===== config.mk =====
export PLATFORM = sky130hd
export DESIGN_NAME = regfile_dump_reader_flat
export DESIGN_NICKNAME = d
export VERILOG_FILES = /design/src/rtl/regfile_dump_reader_if.sv /design/src/rtl/regfile_dump_reader.sv /design/src/flat_wrapper.sv
export SDC_FILE = /design/constraint.sdc
export NUM_CORES = 1
export LEC_CHECK = 0
export BUFFER_PORTS_ARGS = -buffer_cell sky130_fd_sc_hd__buf_4
export CAP_MARGIN = 25
export CORE_MARGIN = 10
export CORE_UTILIZATION = 53
export CTS_BUF_LIST = sky130_fd_sc_hd__clkbuf_8 sky130_fd_sc_hd__clkbuf_16
export DETAILED_ROUTE_END_ITERATION = 10
export PLACE_DENSITY = 0.85
export RECOVER_POWER = 100
export SYNTH_ARGS = -nofsm -noshare
export SYNTH_HDL_FRONTEND = slang
export SYNTH_SLANG_ARGS = --single-unit

===== constraint.sdc =====
create_clock -name i_clk -period 5.2 [get_ports i_clk]
set_input_delay 1.04 -clock i_clk [delete_from_list [all_inputs] [get_ports i_clk]]
set_output_delay 1.04 -clock i_clk [all_outputs]
set_load 0.01 [all_outputs]

===== src/rtl/regfile_dump_reader_if.sv =====
// rtl/regfile_dump_reader_if.sv - dump control, register-file A-port and word-stream bundle
// The slave side is the dump engine; the master side is the debug host plus register file.
interface regfile_dump_reader_if #(
  parameter int DATA_WIDTH = 64,
  parameter int IDX_WIDTH  = 5
);
  logic                  start;
  logic [IDX_WIDTH-1:0]  first_reg;
  logic [IDX_WIDTH-1:0]  last_reg;
  logic                  busy;
  logic                  done;
  logic                  error;
  logic [DATA_WIDTH-1:0] checksum;
  logic [IDX_WIDTH-1:0]  ra;
  logic [DATA_WIDTH-1:0] bus_a;
  logic                  dump_valid;
  logic                  ready;
  logic [IDX_WIDTH-1:0]  dump_idx;
  logic [DATA_WIDTH-1:0] dump_data;

  modport master (
    output start, first_reg, last_reg, bus_a, ready,
    input  busy, done, error, checksum, ra, dump_valid, dump_idx, dump_data
  );

  modport slave (
    input  start, first_reg, last_reg, bus_a, ready,
    output busy, done, error, checksum, ra, dump_valid, dump_idx, dump_data
  );
endinterface


===== src/rtl/regfile_dump_reader.sv =====
// rtl/regfile_dump_reader.sv - walks a register range over the A read port and streams it out
// RA is owned by this block only while busy; each word is snapshotted on its READ edge.
module regfile_dump_reader #(
  parameter int DATA_WIDTH = 64,
  parameter int IDX_WIDTH  = 5
) (
  input  logic                 i_clk,
  input  logic                 i_reset,
  regfile_dump_reader_if.slave rf_if
);

  typedef enum logic [1:0] {IDLE, READ, HOLD, FINISH} state_t;

  state_t                r_state;
  state_t                w_state_next;
  logic [IDX_WIDTH-1:0]  r_ra;
  logic [IDX_WIDTH-1:0]  w_ra_next;
  logic [IDX_WIDTH-1:0]  r_last;
  logic [IDX_WIDTH-1:0]  w_last_next;
  logic [IDX_WIDTH-1:0]  r_dump_idx;
  logic [IDX_WIDTH-1:0]  w_dump_idx_next;
  logic [DATA_WIDTH-1:0] r_dump_data;
  logic [DATA_WIDTH-1:0] w_dump_data_next;
  logic [DATA_WIDTH-1:0] r_checksum;
  logic [DATA_WIDTH-1:0] w_checksum_next;
  logic                  r_dump_valid;
  logic                  w_dump_valid_next;
  logic                  r_error;
  logic                  w_error_next;

  always_ff @(posedge i_clk) begin
    if (i_reset) begin
      r_state      <= IDLE;
      r_ra         <= '0;
      r_last       <= '0;
      r_dump_idx   <= '0;
      r_dump_data  <= '0;
      r_checksum   <= '0;
      r_dump_valid <= 1'b0;
      r_error      <= 1'b0;
    end else begin
      r_state      <= w_state_next;
      r_ra         <= w_ra_next;
      r_last       <= w_last_next;
      r_dump_idx   <= w_dump_idx_next;
      r_dump_data  <= w_dump_data_next;
      r_checksum   <= w_checksum_next;
      r_dump_valid <= w_dump_valid_next;
      r_error      <= w_error_next;
    end
  end

  always_comb begin
    w_state_next      = r_state;
    w_ra_next         = r_ra;
    w_last_next       = r_last;
    w_dump_idx_next   = r_dump_idx;
    w_dump_data_next  = r_dump_data;
    w_checksum_next   = r_checksum;
    w_dump_valid_next = r_dump_valid;
    w_error_next      = 1'b0;
    case (r_state)
      IDLE: begin
        if (rf_if.start) begin
          if (rf_if.first_reg <= rf_if.last_reg) begin
            w_ra_next       = rf_if.first_reg;
            w_last_next     = rf_if.last_reg;
            w_checksum_next = '0;
            w_state_next    = READ;
          end else begin
            w_error_next = 1'b1;
          end
        end
      end
      READ: begin
        w_dump_data_next  = rf_if.bus_a;
        w_dump_idx_next   = r_ra;
        w_dump_valid_next = 1'b1;
        w_state_next      = HOLD;
      end
      HOLD: begin
        if (rf_if.ready) begin
          w_dump_valid_next = 1'b0;
          w_checksum_next   = r_checksum ^ r_dump_data;
          // Stopping on the last index before incrementing keeps RA from wrapping at 31.
          if (r_dump_idx == r_last) begin
            w_state_next = FINISH;
          end else begin
            w_ra_next    = r_ra + 1'b1;
            w_state_next = READ;
          end
        end
      end
      FINISH: begin
        w_state_next = IDLE;
      end
      default: begin
        w_state_next = IDLE;
      end
    endcase
  end

  assign rf_if.ra         = r_ra;
  assign rf_if.busy       = (r_state != IDLE);
  assign rf_if.done       = (r_state == FINISH);
  assign rf_if.error      = r_error;
  assign rf_if.checksum   = r_checksum;
  assign rf_if.dump_valid = r_dump_valid;
  assign rf_if.dump_idx   = r_dump_idx;
  assign rf_if.dump_data  = r_dump_data;

endmodule

===== src/flat_wrapper.sv =====
// flat-port wrapper written by rule: the top's interface ports become plain ports
module regfile_dump_reader_flat 
#(
  parameter int DATA_WIDTH = 64,
  parameter int IDX_WIDTH  = 5
)
  (i_clk, i_reset, rf_if_start, rf_if_first_reg, rf_if_last_reg, rf_if_bus_a, rf_if_ready, rf_if_busy, rf_if_done, rf_if_error, rf_if_checksum, rf_if_ra, rf_if_dump_valid, rf_if_dump_idx, rf_if_dump_data);
  regfile_dump_reader_if #(.DATA_WIDTH(DATA_WIDTH), .IDX_WIDTH(IDX_WIDTH)) rf_if_i ();
  input  logic i_clk;
  input  logic i_reset;
  input wire logic [$bits(rf_if_i.start)-1:0] rf_if_start;
  input wire logic [$bits(rf_if_i.first_reg)-1:0] rf_if_first_reg;
  input wire logic [$bits(rf_if_i.last_reg)-1:0] rf_if_last_reg;
  input wire logic [$bits(rf_if_i.bus_a)-1:0] rf_if_bus_a;
  input wire logic [$bits(rf_if_i.ready)-1:0] rf_if_ready;
  output wire logic [$bits(rf_if_i.busy)-1:0] rf_if_busy;
  output wire logic [$bits(rf_if_i.done)-1:0] rf_if_done;
  output wire logic [$bits(rf_if_i.error)-1:0] rf_if_error;
  output wire logic [$bits(rf_if_i.checksum)-1:0] rf_if_checksum;
  output wire logic [$bits(rf_if_i.ra)-1:0] rf_if_ra;
  output wire logic [$bits(rf_if_i.dump_valid)-1:0] rf_if_dump_valid;
  output wire logic [$bits(rf_if_i.dump_idx)-1:0] rf_if_dump_idx;
  output wire logic [$bits(rf_if_i.dump_data)-1:0] rf_if_dump_data;
  assign rf_if_i.start = rf_if_start;
  assign rf_if_i.first_reg = rf_if_first_reg;
  assign rf_if_i.last_reg = rf_if_last_reg;
  assign rf_if_i.bus_a = rf_if_bus_a;
  assign rf_if_i.ready = rf_if_ready;
  assign rf_if_busy = rf_if_i.busy;
  assign rf_if_done = rf_if_i.done;
  assign rf_if_error = rf_if_i.error;
  assign rf_if_checksum = rf_if_i.checksum;
  assign rf_if_ra = rf_if_i.ra;
  assign rf_if_dump_valid = rf_if_i.dump_valid;
  assign rf_if_dump_idx = rf_if_i.dump_idx;
  assign rf_if_dump_data = rf_if_i.dump_data;
  regfile_dump_reader #(.DATA_WIDTH(DATA_WIDTH), .IDX_WIDTH(IDX_WIDTH)) u_core (.i_clk(i_clk), .i_reset(i_reset), .rf_if(rf_if_i));
endmodule

# Word level (Yosys, flattened, before mapping)

Index checks and enable logic that the tools add are counted.

Memory bits (read-only): 0
Memories: 0
Output and inout bits: 142
Bits in latches: 0
Logic and storage cells: 48
Flip-flop bits (word level): 147
RAM bits: 0
Input bits: 78

$add $sub $neg: 1
Muxes and demuxes: 17
Divide/modulo/power cells: 0
Multiply operators: 0
Order comparisons: 1
Shifts and indexed selects: 0
Bitwise operators: 3
Equality and inequality tests: 8
Reduce and logical (&&, ||, !) cells: 10

Operators with widths:

| operator                                              | number |
|---|---|
| 2-to-1 mux 64 bit                                     | 3 |
| one-hot mux 64 bit (2 select lines)                   | 1 |
| XOR 64 bit                                            | 1 |
| 2-to-1 mux 5 bit                                      | 4 |
| one-hot mux 5 bit (2 select lines)                    | 1 |
| 2-to-1 mux 2 bit                                      | 4 |
| one-hot mux 2 bit (4 select lines)                    | 1 |
| inequality test 2 bit, second input constant          | 3 |
| AND reduction 3 bit                                   | 2 |
| nonzero test 2 bit                                    | 3 |
| adder 5 x 1 -> 5 bit, second input constant           | 1 |
| == test 5 bit                                         | 1 |
| less-or-equal comparator 5 bit                        | 1 |
| AND reduction 5 bit                                   | 1 |
| == test 2 bit, second input constant                  | 2 |
| AND reduction 4 bit                                   | 1 |
| OR reduction 3 bit                                    | 1 |
| == test 2 x 1 -> 1 bit, second input constant         | 1 |
| zero test 2 bit                                       | 1 |
| 2-to-1 mux 1 bit                                      | 2 |
| inequality test 2 x 1 -> 1 bit, second input constant | 1 |
| NOT 1 bit                                             | 2 |
| one-hot mux 1 bit (2 select lines)                    | 1 |
| AND reduction 2 bit                                   | 1 |

# Logic depth before layout (Yosys ltp)

Gate-level depths: netlist of the first run.

Word-level depth: 4
Mapped depth: 9
Depth with buffers taken out: 7

# Worst setup path before layout of the first run

OpenSTA, ideal clock, no wires.

Path kind: input-to-reg
From: in rf_if_last_reg[2]
To: reg u_core.r_ra[3] (netlist: u_core.rf_if.ra[3])
Required time: 5,105 ps
Path buffers: 0
Slack: 2,559 ps
Cell stages on the path: 7
Library setup time: 95 ps
Arrival time: 2,545 ps
Path through: inv_1 -> ha_1 -> a211oi_1 -> o21ai_1 -> o21a_1 -> or4_1 -> o311ai_1

Longest elaborated chain between the ends: 3

RTL lines:

| item                                            | line                      | RTL |
|---|---|---|
| from (decl)                                     | flat_wrapper.sv:13        | `input wire logic [$bits(rf_if_i.last_reg)-1:0] rf_if_last_reg;` |
| less-or-equal comparator 5 bit                  | regfile_dump_reader.sv:65 | `if (rf_if.first_reg <= rf_if.last_reg) begin` |
| inequality test 2 x 1 -> 1 bit (no source line) | -                         |  |
| AND reduction 5 bit (no source line)            | -                         |  |
| to (signal assigned)                            | regfile_dump_reader.sv:43 | `r_ra <= w_ra_next;` |
| to (decl)                                       | regfile_dump_reader.sv:16 | `logic [IDX_WIDTH-1:0] r_ra;` |

No other way between the ends.
A chain may end at the register's enable or synchronous reset.

# Final worst setup path of the first run

From: reg u_core.r_state[1]
To: reg u_core.r_dump_data[27] (netlist: u_core.rf_if.dump_data[27])

Longest elaborated chain between the ends: 1

RTL lines:

| item                   | line                      | RTL |
|---|---|---|
| from (decl)            | regfile_dump_reader.sv:14 | `state_t r_state;` |
| from (signal assigned) | regfile_dump_reader.sv:42 | `r_state <= w_state_next;` |
| == test 2 x 1 -> 1 bit | regfile_dump_reader.sv:62 | `case (r_state)` |
| to (signal assigned)   | regfile_dump_reader.sv:46 | `r_dump_data <= w_dump_data_next;` |
| to (decl)              | regfile_dump_reader.sv:22 | `logic [DATA_WIDTH-1:0] r_dump_data;` |

No other way between the ends.

==> results of run 1 <==
==> stage by stage <==
stage,cell area (µm²),hold slack [ns]
4_1_cts,8140,0.4783
3_5_place_dp,7564,0.4689
3_3_place_gp,7564,0.4704
6_report,7629,0.4769
5_1_grt,7629,0.5056
2_1_floorplan,5949,0.4604
==> final cells by class <==
cell class | instances | area [µm²] | share of cell area, %
Tap cell | 140 | 175.2 | 2.296
Multi-Input combinational cell | 521 | 2709 | 35.51
Timing Repair Buffer | 225 | 1176 | 15.42
Sequential cell | 147 | 2943 | 38.58
Clock buffer | 22 | 494.2 | 6.479
Inverter | 13 | 48.80 | 0.6397
Clock inverter | 10 | 82.58 | 1.082
==> logic make-up after synthesis <==
group	count (synthesis)
buffers and inverters	71
adders and majority gates	6
DFF	147
xor gates and xnor gates	3
muxes	7
AOI/OAI and AO/OA	221
and+or+nand+nor	284
==> layer usage <==
layer  part of all wire [%]  global-route usage (%)  vias to the layer above
met5                      0                       0                        -
met4                    1.3                   6.564                        0
met3                    8.3                   8.767                       23
met2                     48                   36.09                      243
met1                     42                   26.71                     2860
li1                       -                       -                     2938
==> power by group <==
part	internal [µW]	leakage, µW	switching (µW)
Sequential	1170	0.00119	47.6
Combinational	116	0.00128	201
Clock	715	0.000283	453
Total	2000	0.00276	701
==> critical path: cells and delay by family (launching register included) <==
kind / cells / cell delay (ns)
flip-flops: 1 / 0.51
AO/OA/AOI/OAI: 1 / 0.17
buffers and inverters: 3 / 1.45
AND/OR/NAND/NOR: 2 / 0.82
==> worst max-delay path by stage <==
stage,from,end,slack [ns]
5_1_grt,u_core.r_state[1],u_core.rf_if.dump_data[27],1.87
6_report,u_core.r_state[1],u_core.rf_if.dump_data[27],2.10
4_1_cts,rf_if_last_reg[2],u_core.rf_if.checksum[2],2.33
3_3_place_gp,rf_if_last_reg[2],u_core.rf_if.checksum[12],1.96
2_1_floorplan,rf_if_last_reg[2],u_core.rf_if.ra[3],2.56
3_5_place_dp,rf_if_last_reg[2],u_core.rf_if.checksum[2],1.90
==> state kept, by name, summed over array words and instances, names as in the netlist <==
signal                   count
u_core.r_last                5
u_core.rf_if.dump_data      64
u_core.rf_if.dump_idx        5
u_core.rf_if.ra              5
u_core.r_state               2
u_core.rf_if.error           1
u_core.rf_if.dump_valid      1
u_core.rf_if.checksum       64
==> placed cells by master (no fill, tap or decap), drive strengths merged, types with 2 or more instances in the layout <==
cell type and n:
clkbuf 164, dfxtp 147, nand2 142, a21oi 119
buf 83, o21ai 69, nor2 54, nor3 47
nor3b 25, a32o 23, inv 15, mux2i 7
ha 6, nand3 5, clkinvlp 4, clkinv 3
a211oi 2, nand2b 2, xor2 2, or4 2
o311ai 2
==> results, run 1 <==
- By instance count, the leading cell after synthesis is dfxtp_1.
- In this run the post-CTS setup repair buffer count came out at 0.
- The maximum clock rate is 0.3223 GHz.
- The maximum fanout encountered on the critical timing path is 43.
- The total congestion overflow is 0.
- The layout filler cell count is 1,011.
- The synthesized design spends more area on one cell type than any other, namely dfxtp_1.
- The portion of synthesized area spent on multiplexers is 1.178%.
- Setup repair after global routing left no endpoint under its margin.
- The worst hold path stage count is 2.
- The die is roughly 130 µm wide.
- After synthesis the cells add up to approximately 5900 µm².
- For this design the top-level I/O count stands at 220.
- The ratio of cells with drive above 1 in the final layout is approximately 13%.
- Between clock sinks in the finished design, the worst skew comes to 0.005234 ns.
- The worst hold path belongs to the class flip-flop to flip-flop.
- The worst-case IR drop observed on VDD is 0.2535 mV.
- The proportion of register bits with asynchronous set or reset after synthesis is 0%.
- The setup slack of the critical path after layout is 2.098 ns.
- For the worst setup path, the data arrival time is around 3.4 ns.
- The weighted congestion reported at the end of routability-driven placement is 0.8065.
- The post-placement worst setup slack is 1.898 ns.
- Walking the worst path, the cells encountered are inv_1 -> buf_16 -> nand2_1 -> buf_4 -> nand2_1 -> a21oi_1.
- After floorplanning, the core was sized to cover 10,940 µm².
- The final standard cell count with taps included and fillers excluded is 1,078.
- The H-tree was split into 4 levels.
- The flip-flop cell with the highest count after synthesis is dfxtp_1.
- Counting every sink on the clock net gives 147.
- The worst stage delay on the critical path is between 0.7 and 0.8 ns.
- The root buffer cell is clkbuf_16.
- At the pin with the least slew margin, the transition time is 0.9990 ns.
- The number of max-cap violations is 0.
- The worst setup path is of the flip-flop to flip-flop kind.
- The most numerous cell type found on the critical path is nand2_1.
- The launching point of the worst reg2reg path is u_core.r_state[1].
- The shortest period the worst path allows is around 3.1 ns.
- The synthesized design contains 147 register bits.
- In this run the most critical hold path is launched from u_core.rf_if.dump_data[12].
- The antenna cell count is 0.
- The clock network latency to the later pin of the worst-skew pair is 0.41 ns.
- The clock transition at the registers of the reported paths is around 0.06 ns.
- Summing the areas of all and, or, nand and nor instances in the mapped netlist gives 21.26% of the synthesized area.
- For this run, the detailed router's first-pass iteration total came to 5.
- The number of hold buffers added after cts is 0.
- The endpoint identified for the worst register-to-register timing path is u_core.rf_if.dump_data[27].
- The area overhead of the layout relative to synthesis is 28.22%.
- Dividing the detail-routed via count by the number of cells gives ~5.6.
- Among all stages on the critical path, the largest delay is contributed by nand2_1.
- The overall track demand over capacity in global routing is 22.27%.
- The worst setup path is launched from a flip-flop.
- The fraction of synthesized cell area in xor and xnor cells is 0.4416%.
- The largest net degree at the start of global routing is roughly 90.
- The worst-case reg-to-reg path depth is 6.
- The vertical extent of the die is 126.0 µm.
- The Yosys step of the flow raised 0 warnings.
- The initial antenna violation count was 0.
- Counting flops with a built-in enable in the synthesized netlist gives 0.
- At the end of the flow, the number of nets in the layout was 1,009.
- Dividing total power by cell area gives a power density of around 350 nW/µm².
- The standard-cell row count is 38.
- The share of the synthesized area in compound gates (AO/OA/AOI/OAI) is between 20% and 30%.
- Dividing the detail-routed wire length by the instance count gives 17.48 µm.
- The synthesized area divided by synthesized cell count is 8.051 µm².
- Sorting the synthesized cells by area gives the leading types as dfxtp_1, a21oi_1, nand2_1.
- Counting instances in the post-synthesis netlist gives the leading cell types as dfxtp_1, nand2_1, a21oi_1.
- The analysis attributes to cell leakage a power of 0.002757 µW.
- The count of buffers added on input and output ports is 219.
- The final critical-path share of the clock period is around 60%.
- Summing the areas of all fa, ha and maj instances in the mapped netlist gives 1.262% of the synthesized area.
- The via count of the first global-routing pass is 5,625.
- The worst hold path terminates at u_core.rf_if.dump_data[12].
- The number of different library cells in the post-synthesis netlist is 41.
- The count of nets left with antenna violations after detail routing is 0.
- The headroom to the max-slew limit is 33.33%.
- The number of DRC violations after detailed-routing iteration 0 is 515.
- Cells fill 69.76% of the core in the end.
- The effective utilization at floorplan is 54.41%.
- The number of clock buffers inserted by TritonCTS is 17.
- The residual DRC count is 0.
- Adding up every negative setup slack in the final design gives 0 ns.
- The flow ran to the end, and the final reports show no timing, DRC or antenna violations.
- Sequential cells were found to cover approximately 50% of the synthesized design area.
- The number of nets handed over by synthesis was approximately 820.
- The share of the synthesized area in the top cell type is between 40% and 50%.
- The via count is 6,064.
- The estimated wirelength of the detail-placed design is 12,660 µm.
- The floorplan die area is 15,860 µm².
- The overall power consumption is 2702 µW.
- The main combinational cell family by area after synthesis is compound AO/OA/AOI/OAI gates.
- The total count of hold-check failures in the final report is 0.
- The setup slack on the worst flop-to-flop path is 2.10 ns.
- The max-slew violation total from the final report was 0.
- The post-synthesis instance total is 739.
- The cell total after placement is around 1,000.
- At the worst endpoint, the required time is 5.53 ns.
- The total of cells resized after clock tree synthesis is 0.
- The final count of negative-setup-slack endpoints is 0.
- The sort of element at the end of the critical path is a flip-flop.
- TritonCTS built the clock tree.
- The first global-routing pass estimated 29,570 µm of wire.
- The deepest clock path buffer count is 2.
- After detailed routing, the total wire length is around 19,000 µm.
No activity file was read; power rests on OpenSTA's default activity.
==> inputs of run 2 (changes only) <==
CORE_UTILIZATION = 49   (was 53)
PLACE_DENSITY = 0.79   (was 0.85)
clock period = 3.2 ns   (was 5.2 ns; I/O delays follow)
==> run 2 against run 1 <==
Against the previous run: cell count grew 0.83%; critical path depth shrank 3; worst hold slack lost 0.011 ns; largest power group is now the clock network.
==> results, run 2 (same netlist as run 1, synthesis figures left out) <==
- The run finished with clean final reports.
- The deepest clock path buffer count was 2 (unchanged).
- The total count of hold-check failures in the final report was 0 (unchanged).
- The H-tree level count is 4 (unchanged).
- The data arrival time of the critical path came to 2.79 ns (-0.64 ns).
- The effective utilization at floorplan is 49.74% (-4.7 points).
- The post-placement worst setup slack came to 0.6402 ns (-1.257 ns).
- The most common cell after layout, fill and taps aside is dfxtp_1.
- The clock network latency to the later pin of the worst-skew pair is 0.42 ns (about the same).
- The overall track demand over capacity in global routing is 21.30% (-0.96 points).
- The standard-cell row count is 40 (+5.3%).
- The global-route wire length before repair came to 29,110 µm (-1.6%).
- The number of hold buffers added after cts is 0 (unchanged).
- The headroom to the max-slew limit is 3.164% (-30 points).
- The startpoint type of the worst setup path is an input pin.
- The switching power summed over all nets came to 1153 µW (+64%).
- The required time of the worst setup path is 3.50 ns (-2.03 ns).
- The power density of the placed cells is 590.0 nW/µm² (+67%).
- The number of ports placed on the die boundary is 220 (unchanged).
- The footprint of the flip-flops and latches is 2943 µm² (unchanged).
- The die span in x is 130.2 µm (+3.4%).
- The setup clock skew after layout is 0.005142 ns (-0.00009170 ns).
- The clock transition at the registers of the reported paths is 0.06 ns (about the same).
- The ratio of routed vias to standard cells was 5.499 (-2.3%).
- The count of nets left with antenna violations after detail routing is 0 (unchanged).
- Setup repair after global routing left no endpoint under its margin.
- The cell leakage power is 0.002784 µW (+1.0%).
- The footprint of the multi-input gates is 2700 µm² (-0.32%).
- The largest vdd supply drop was 0.3847 mV (+52%).
- The weighted congestion reported at the end of routability-driven placement is 0.8651 (+7.3%).
- The estimated wirelength of the detail-placed design is 12,540 µm (-0.93%).
- The worst-case hold slack is 0.4663 ns (-0.01057 ns).
- The share of power burned in combinational logic came to 11.7% (about the same).
- The fraction of power consumed by sequential logic came to 43.4% (-1.7 points).
- Dividing the final minimum period by the clock period gives around 78%.
- The max-slew violation total from the final report is 0 (unchanged).
- The setup slack of the critical path after layout is 0.7171 ns (-1.381 ns).
- The worst reg2reg path endpoint is u_core.rf_if.dump_data[19].
- The routed wire length is 18,610 µm (-1.3%).
- The clock power share was 44.8% (+1.6 points).
- The residual DRC count came to 0 (unchanged).
- The total congestion overflow came to 0 (unchanged).
- The worst hold path belongs to the class input pin to flip-flop.
- The via count of the first global-routing pass is 5,670 (+0.80%).
- The floorplan die area was 16,950 µm² (+6.8%).
- The number of post-CTS setup repair buffers is 0 (unchanged).
- In the layout the commonest cells are dfxtp_1, clkbuf_1, nand2_1.
- For this run, the top clock speed supported by timing is 0.4028 GHz.
- The layout filler cell count came to 1,143 (+13%).
- Relative to the synthesized area, the layout overhead comes to 29.38%.
- The vertical extent of the die is 130.2 µm (+3.4%).
- The root buffer cell chosen for the clock tree is clkbuf_16.
- The setup total negative slack came to 0 ns (unchanged).
- The final count of negative-setup-slack endpoints is 0 (unchanged).
- The initial antenna violation count came to 0 (unchanged).
- The internal power consumption is 3389 µW (+69%).
- The switching share of total power is 25.38% (-0.56 points).
- The endpoint of the worst setup timing path is u_core.rf_if.checksum[6].
- The largest net degree at the start of global routing was 89 (+1.1%).
- The antenna cell count came to 0 (unchanged).
- The worst-case reg-to-reg path depth was 4 (-2).
- The total of cells resized after clock tree synthesis is 0 (unchanged).
- The launching point of the worst reg2reg path is u_core.r_state[0].
- The per-cell routed wire length is 17.12 µm (-2.1%).
- Counting I/O delays and the setup requirement, the final critical path takes ~2.5 ns.
- The slew at the pin closest to its max-slew limit is 1.446 ns (+0.4470 ns).
- The setup slack on the worst flop-to-flop path was 0.80 ns (-1.30 ns).
- The number of nets at the end of the flow is 1,011 (+0.20%).
- By startpoint and endpoint, the worst setup path is classified as input pin to flip-flop.
- In this run the most critical hold path is launched from rf_if_bus_a[2].
- The number of DRC violations after detailed-routing iteration 0 came to 474 (-8.0%).
- The via count is 5,977 (-1.4%).
- The CTS tree is done.
- The total iterations of the first detailed-routing run is 4 (-1).
- The start point of the critical path is i_reset.
- The total core area is 11,960 µm² (+9.4%).
- The number of I/O port buffers is 219 (unchanged).
- The maximum fanout encountered on the critical timing path is 64 (+49%).
- The number of clock buffers inserted by TritonCTS was 17 (unchanged).
- The number of max-cap violations is 0 (unchanged).
- The ratio of cells with drive above 1 in the final layout is 12.98% (+0.29 points).
- The count of clock tree sinks was 147 (unchanged).
- The sort of element at the end of the critical path is a flip-flop.
-- run 2: cell type report --
type,instances,share of cell area (%)
Tap cell,147,2.389
Inverter,13,0.6339
Clock inverter,8,1.268
Clock buffer,24,6.778
Timing Repair Buffer,227,15.62
Sequential cell,147,38.23
Multi-Input combinational cell,521,35.08
-- run 2: worst max-delay path: stages --
cell and delay, ns:
clkbuf_2 0.94, inv_1 0.73, a32o_1 0.44
-- run 2: power groups by stage --
stage | Clock, µW | Sequential (µW) | Combinational [µW]
floorplan | 0 | 2020 | 301
global placement | 0 | 2010 | 578
detailed placement | 0 | 2010 | 586
CTS | 2060 | 1970 | 590
global route | 2160 | 1980 | 593
finish | 2040 | 1970 | 533
-- run 2: worst min-delay path by stage --
| stage | endpoint | slack (ns) | cells past startpoint |
|---|---|---|---|
| final | u_core.rf_if.dump_data[2] | 0.47 | 3 |
| after global routing | u_core.rf_if.dump_data[2] | 0.46 | 3 |
| after CTS | u_core.rf_if.dump_data[23] | 0.45 | 3 |
| after detailed placement | u_core.rf_if.dump_data[14] | 0.47 | 2 |
| after global placement | u_core.rf_if.dump_data[4] | 0.47 | 2 |
| after floorplan | u_core.r_last[2] | 0.46 | 2 |
-- run 2: through the flow --
| stage | area [µm²] | total power [µW] | util (%) | std cells |
|---|---|---|---|---|
| 6_report | 7697 | 4542 | 64.35 | 1087 |
| 5_1_grt | 7697 | 4732 | 64.35 | 1087 |
| 4_1_cts | 8252 | 4624 | 68.99 | 1087 |
| 3_5_place_dp | 7632 | 2599 | 63.81 | 1055 |
| 3_3_place_gp | 7632 | 2590 | 63.81 | 1055 |
| 2_1_floorplan | 5949 | 2325 | - | 739 |
-- run 2: layer usage --
| metal | share of wire, % | vias up | GRT usage, % |
|---|---|---|---|
| li1 | - | 2947 | - |
| met1 | 42 | 2781 | 25.52 |
| met2 | 47 | 217 | 33.65 |
| met3 | 9.1 | 32 | 8.316 |
| met4 | 1.9 | 0 | 8.399 |
| met5 | 0 | - | 0 |
==> inputs of run 3 (changes only) <==
ABC_AREA = 1   (was default)
CORE_UTILIZATION = 50   (was 49)
PLACE_DENSITY = 0.8   (was 0.79)
clock period = 2.5 ns   (was 3.2 ns; I/O delays follow)
==> run 3 against run 2 <==
Against the previous run: non-clock buffer count rose by 3; routed wire length rose by 6.0%; register-to-register slack got worse by 0.36 ns; die area rose by 5.4%; core utilization rose by 0.93 points; critical endpoint is now u_core.r_state[1]; cell count rose by 20%; critical path depth rose by 4; sequential cell count did not move; worst hold slack got worse by 0.19 ns.
==> results, run 3 <==
- The max-slew violation total from the final report was 0 (unchanged).
- The critical path goes through inv_4 -> nor2_1 -> inv_1 -> clkbuf_4 -> nand2_1 -> nand2_1 -> a21oi_1.
- Setup repair after global routing left no endpoint under its margin.
- The overall power consumption was 7552 µW (+66%).
- The via count came to 6,802 (+14%).
- The worst-case hold slack is 0.2742 ns (-0.1921 ns).
- The H-tree level count was 4 (unchanged).
- The clock transition at the registers of the reported paths is 0.06 ns (about the same).
- The vertical extent of the die was 133.7 µm (+2.7%).
- The cell leakage power was 0.003690 µW (+33%).
- The standard cell area after detailed placement came to 8213 µm² (+7.6%).
- The setup path with the least slack is of type flip-flop to flip-flop.
- The count of nets left with antenna violations after detail routing is 0 (unchanged).
- In the layout the commonest cells are nor2_1, dfxtp_1, clkbuf_1.
- The proportion of register bits with asynchronous set or reset after synthesis is 0% (unchanged).
- The setup slack on the worst flop-to-flop path is 0.44 ns (-0.36 ns).
- The worst-case reg-to-reg path depth was 7 (+3).
- The number of max-cap violations is 0 (unchanged).
- The via count of the first global-routing pass is 6,271 (+11%).
- The number of buffer and inverter stages on the critical path is 3 (+1).
- nor2_1 is the most common cell in the netlist.
- The worst hold path belongs to the class input pin to flip-flop.
- The number of hold buffers added after cts is 0 (unchanged).
- The register area share after synthesis is 45.56% (-3.9 points).
- STA classifies the critical path endpoint as a flip-flop.
- The post-route cell area is 8238 µm² (+7.0%).
- The number of enable flip-flop cells after synthesis is 0 (unchanged).
- The total core area is 12,620 µm² (+5.5%).
- The total congestion overflow is 0 (unchanged).
- Derived from the worst setup path, the maximum achievable clock frequency is a little under 0.5 GHz.
- The synthesized area divided by synthesized cell count came to 6.915 µm² (-14%).
- The ratio of routed vias to standard cells came to 5.224 (-5.0%).
- The routed wire length is 19,720 µm (+6.0%).
- The global-route wire length before repair was 31,680 µm (+8.8%).
- The launching point of the worst reg2reg path is u_core.r_state[0].
- The per-cell routed wire length came to 15.14 µm (-12%).
- The worst register-to-register path ends at u_core.r_state[1].
- The slew at the pin closest to its max-slew limit is 0.8240 ns (-0.6220 ns).
- The total of flip-flops plus latches after synthesis came to 147 (unchanged).
- The count of clock tree sinks is 147 (unchanged).
- The total of cells resized after clock tree synthesis is 0 (unchanged).
- After layout, the worst path uses between 80% and 90% of the clock period.
- From synthesis to final layout, the design area changed by 27.55%.
- The estimated wirelength of the detail-placed design is 13,040 µm (+4.0%).
- The utilization after layout is 65.28% (+0.93 points).
- The final count of negative-setup-slack endpoints is 0 (unchanged).
- By instance count, the cell type seen most on the critical path is nand2_1.
- The number of warning messages in the yosys log came to 0 (unchanged).
- The overall track demand over capacity in global routing is 21.14% (-0.16 points).
- The ratio of cells with drive above 1 in the final layout is 10.62% (-2.4 points).
- The share of the synthesized area in the top cell type was 45.56% (-3.9 points).
- The antenna cell count is 0 (unchanged).
- The startpoint identified for the worst hold timing path is rf_if_ready.
- The most common cell after layout, fill and taps aside is nor2_1.
- The setup clock skew after layout is 0.005688 ns (+0.0005460 ns).
- The power density of the placed cells is 916.8 nW/µm² (+55%).
- The floorplan die area is 17,860 µm² (+5.4%).
- The number of different library cells in the post-synthesis netlist came to 20 (-51%).
- The residual DRC count came to 0 (unchanged).
- The routed design could run at a clock period as short as roughly 2.1 ns.
- The commonest cells after synthesis are nor2_1, dfxtp_1, a21oi_1.
- The largest vdd supply drop is 0.4951 mV (+29%).
- The total iterations of the first detailed-routing run is 5 (+1).
- The flow ran to the end, and the final reports show no timing, DRC or antenna violations.
- TritonCTS built the clock tree.
- The synthesized netlist net count is 1,018 (+24%).
- The maximum fanout encountered on the critical timing path is 47 (-27%).
- The number of nets at the end of the flow is 1,201 (+19%).
- The effective utilization at floorplan is 51.18% (+1.4 points).
- The number of I/O port buffers is 219 (unchanged).
- The initial antenna violation count came to 0 (unchanged).
- The slowest stage of the critical path belongs to the cell clkbuf_4.
- STA classifies the critical path startpoint as a flip-flop.
- Of all cell types, the one taking the most synthesized area is dfxtp_1.
- The setup total negative slack was 0 ns (unchanged).
- The worst stage delay on the critical path is 0.67 ns (-0.27 ns).
- The largest net degree at the start of global routing is 81 (-9.0%).
- The clock network latency to the later pin of the worst-skew pair is 0.42 ns (about the same).
- The required time of the worst setup path is 2.81 ns (-0.69 ns).
- The number of post-CTS setup repair buffers is 0 (unchanged).
- The root buffer cell is clkbuf_16.
- The deepest clock path buffer count was 2 (unchanged).
- The data arrival time of the critical path was 2.37 ns (-0.42 ns).
- The worst hold path stage count came to 2 (-1).
- The number of DRC violations after detailed-routing iteration 0 was 616 (+30%).
- The endpoint of the worst hold path is u_core.rf_if.dump_valid.
- The number of clock buffers inserted by TritonCTS is 17 (unchanged).
- The die span in x is 133.7 µm (+2.7%).
- The standard-cell row count is 41 (+2.5%).
- The weighted congestion reported at the end of routability-driven placement is 0.7905 (-8.6%).
- The synthesized area is 6459 µm² (+8.6%).
- The post-synthesis instance total is 934 (+26%).
- The headroom to the max-slew limit was 45.07% (+42 points).
- Broken down by cell family, the worst path's largest delay share belongs to buffers and inverters.
- The total count of hold-check failures in the final report is 0 (unchanged).
- The number of ports placed on the die boundary is 220 (unchanged).
- In the synthesized netlist the dominant register cell turns out to be dfxtp_1.
- After synthesis, the cell types taking the most area are dfxtp_1, nor2_1, a21oi_1.
run 3: cell types whose count changed after synthesis, moves of 16 or more:
cell	delta
buf_2	+16
a21oi_1	+23
nor3b_1	-24
nand2_1	-29
nor2_1	+158
nand3_1	+65
inv_1	+16
nor3_1	-46
a32o_1	-23
o21ai_0	+79
run 3: cell families (layout without fill, tap and decap cells):
family / after synthesis / count (layout) / share of synthesized area, %
fa+ha+maj: 6 / 6 / 1.162
flops: 147 / 147 / 45.56
xor+xnor: 1 / 1 / 0.1356
simple gates: 400 / 400 / 24.80
compound gates: 284 / 284 / 22.12
buf+inv: 96 / 292 / 6.218
run 3: metal layers:
metal  vias up  wire (µm)  global-route usage (%)
li1       3479          -                       -
met1      3100       8526                   25.34
met2       204       9430                   34.47
met3        19       1452                   7.331
met4         0        309                   7.195
met5         -          0                       0
run 3: layout make-up:
type | count | area, µm²
Tap cell | 172 | 215.2
Clock buffer | 24 | 521.8
Fill cell | 1276 | 4382
Clock inverter | 8 | 58.81
Multi-Input combinational cell | 691 | 3119
Sequential cell | 147 | 2943
Timing Repair Buffer | 230 | 1264
Inverter | 30 | 116.4
run 3: worst max path at each step:
stage | start | slack (ns) | cells past startpoint | end
global placement | rf_if_last_reg[4] | 0.30 | 14 | u_core.rf_if.checksum[14]
global route | u_core.r_state[0] | 0.21 | 6 | u_core.rf_if.dump_idx[0]
finish | u_core.r_state[0] | 0.44 | 7 | u_core.r_state[1]
CTS | u_core.r_state[0] | 0.61 | 8 | u_core.rf_if.checksum[46]
floorplan | rf_if_last_reg[4] | 0.58 | 13 | u_core.rf_if.checksum[10]
detailed placement | rf_if_last_reg[4] | 0.27 | 14 | u_core.rf_if.checksum[23]
run 3: power breakdown:
part	leakage (µW)	switching, µW	internal (µW)	total [µW]
registers	0.00121	370	2740	3110
clock network	0.000308	932	1530	2470
logic	0.00217	1270	705	1970
total	0.00369	2570	4980	7550
run 3: through the flow:
step	setup WS (ns)	instances
global placement	0.2977	1269
CTS	0.6126	1302
finish	0.4425	1302
detailed placement	0.2747	1270
global route	0.2087	1302
floorplan	0.5844	934
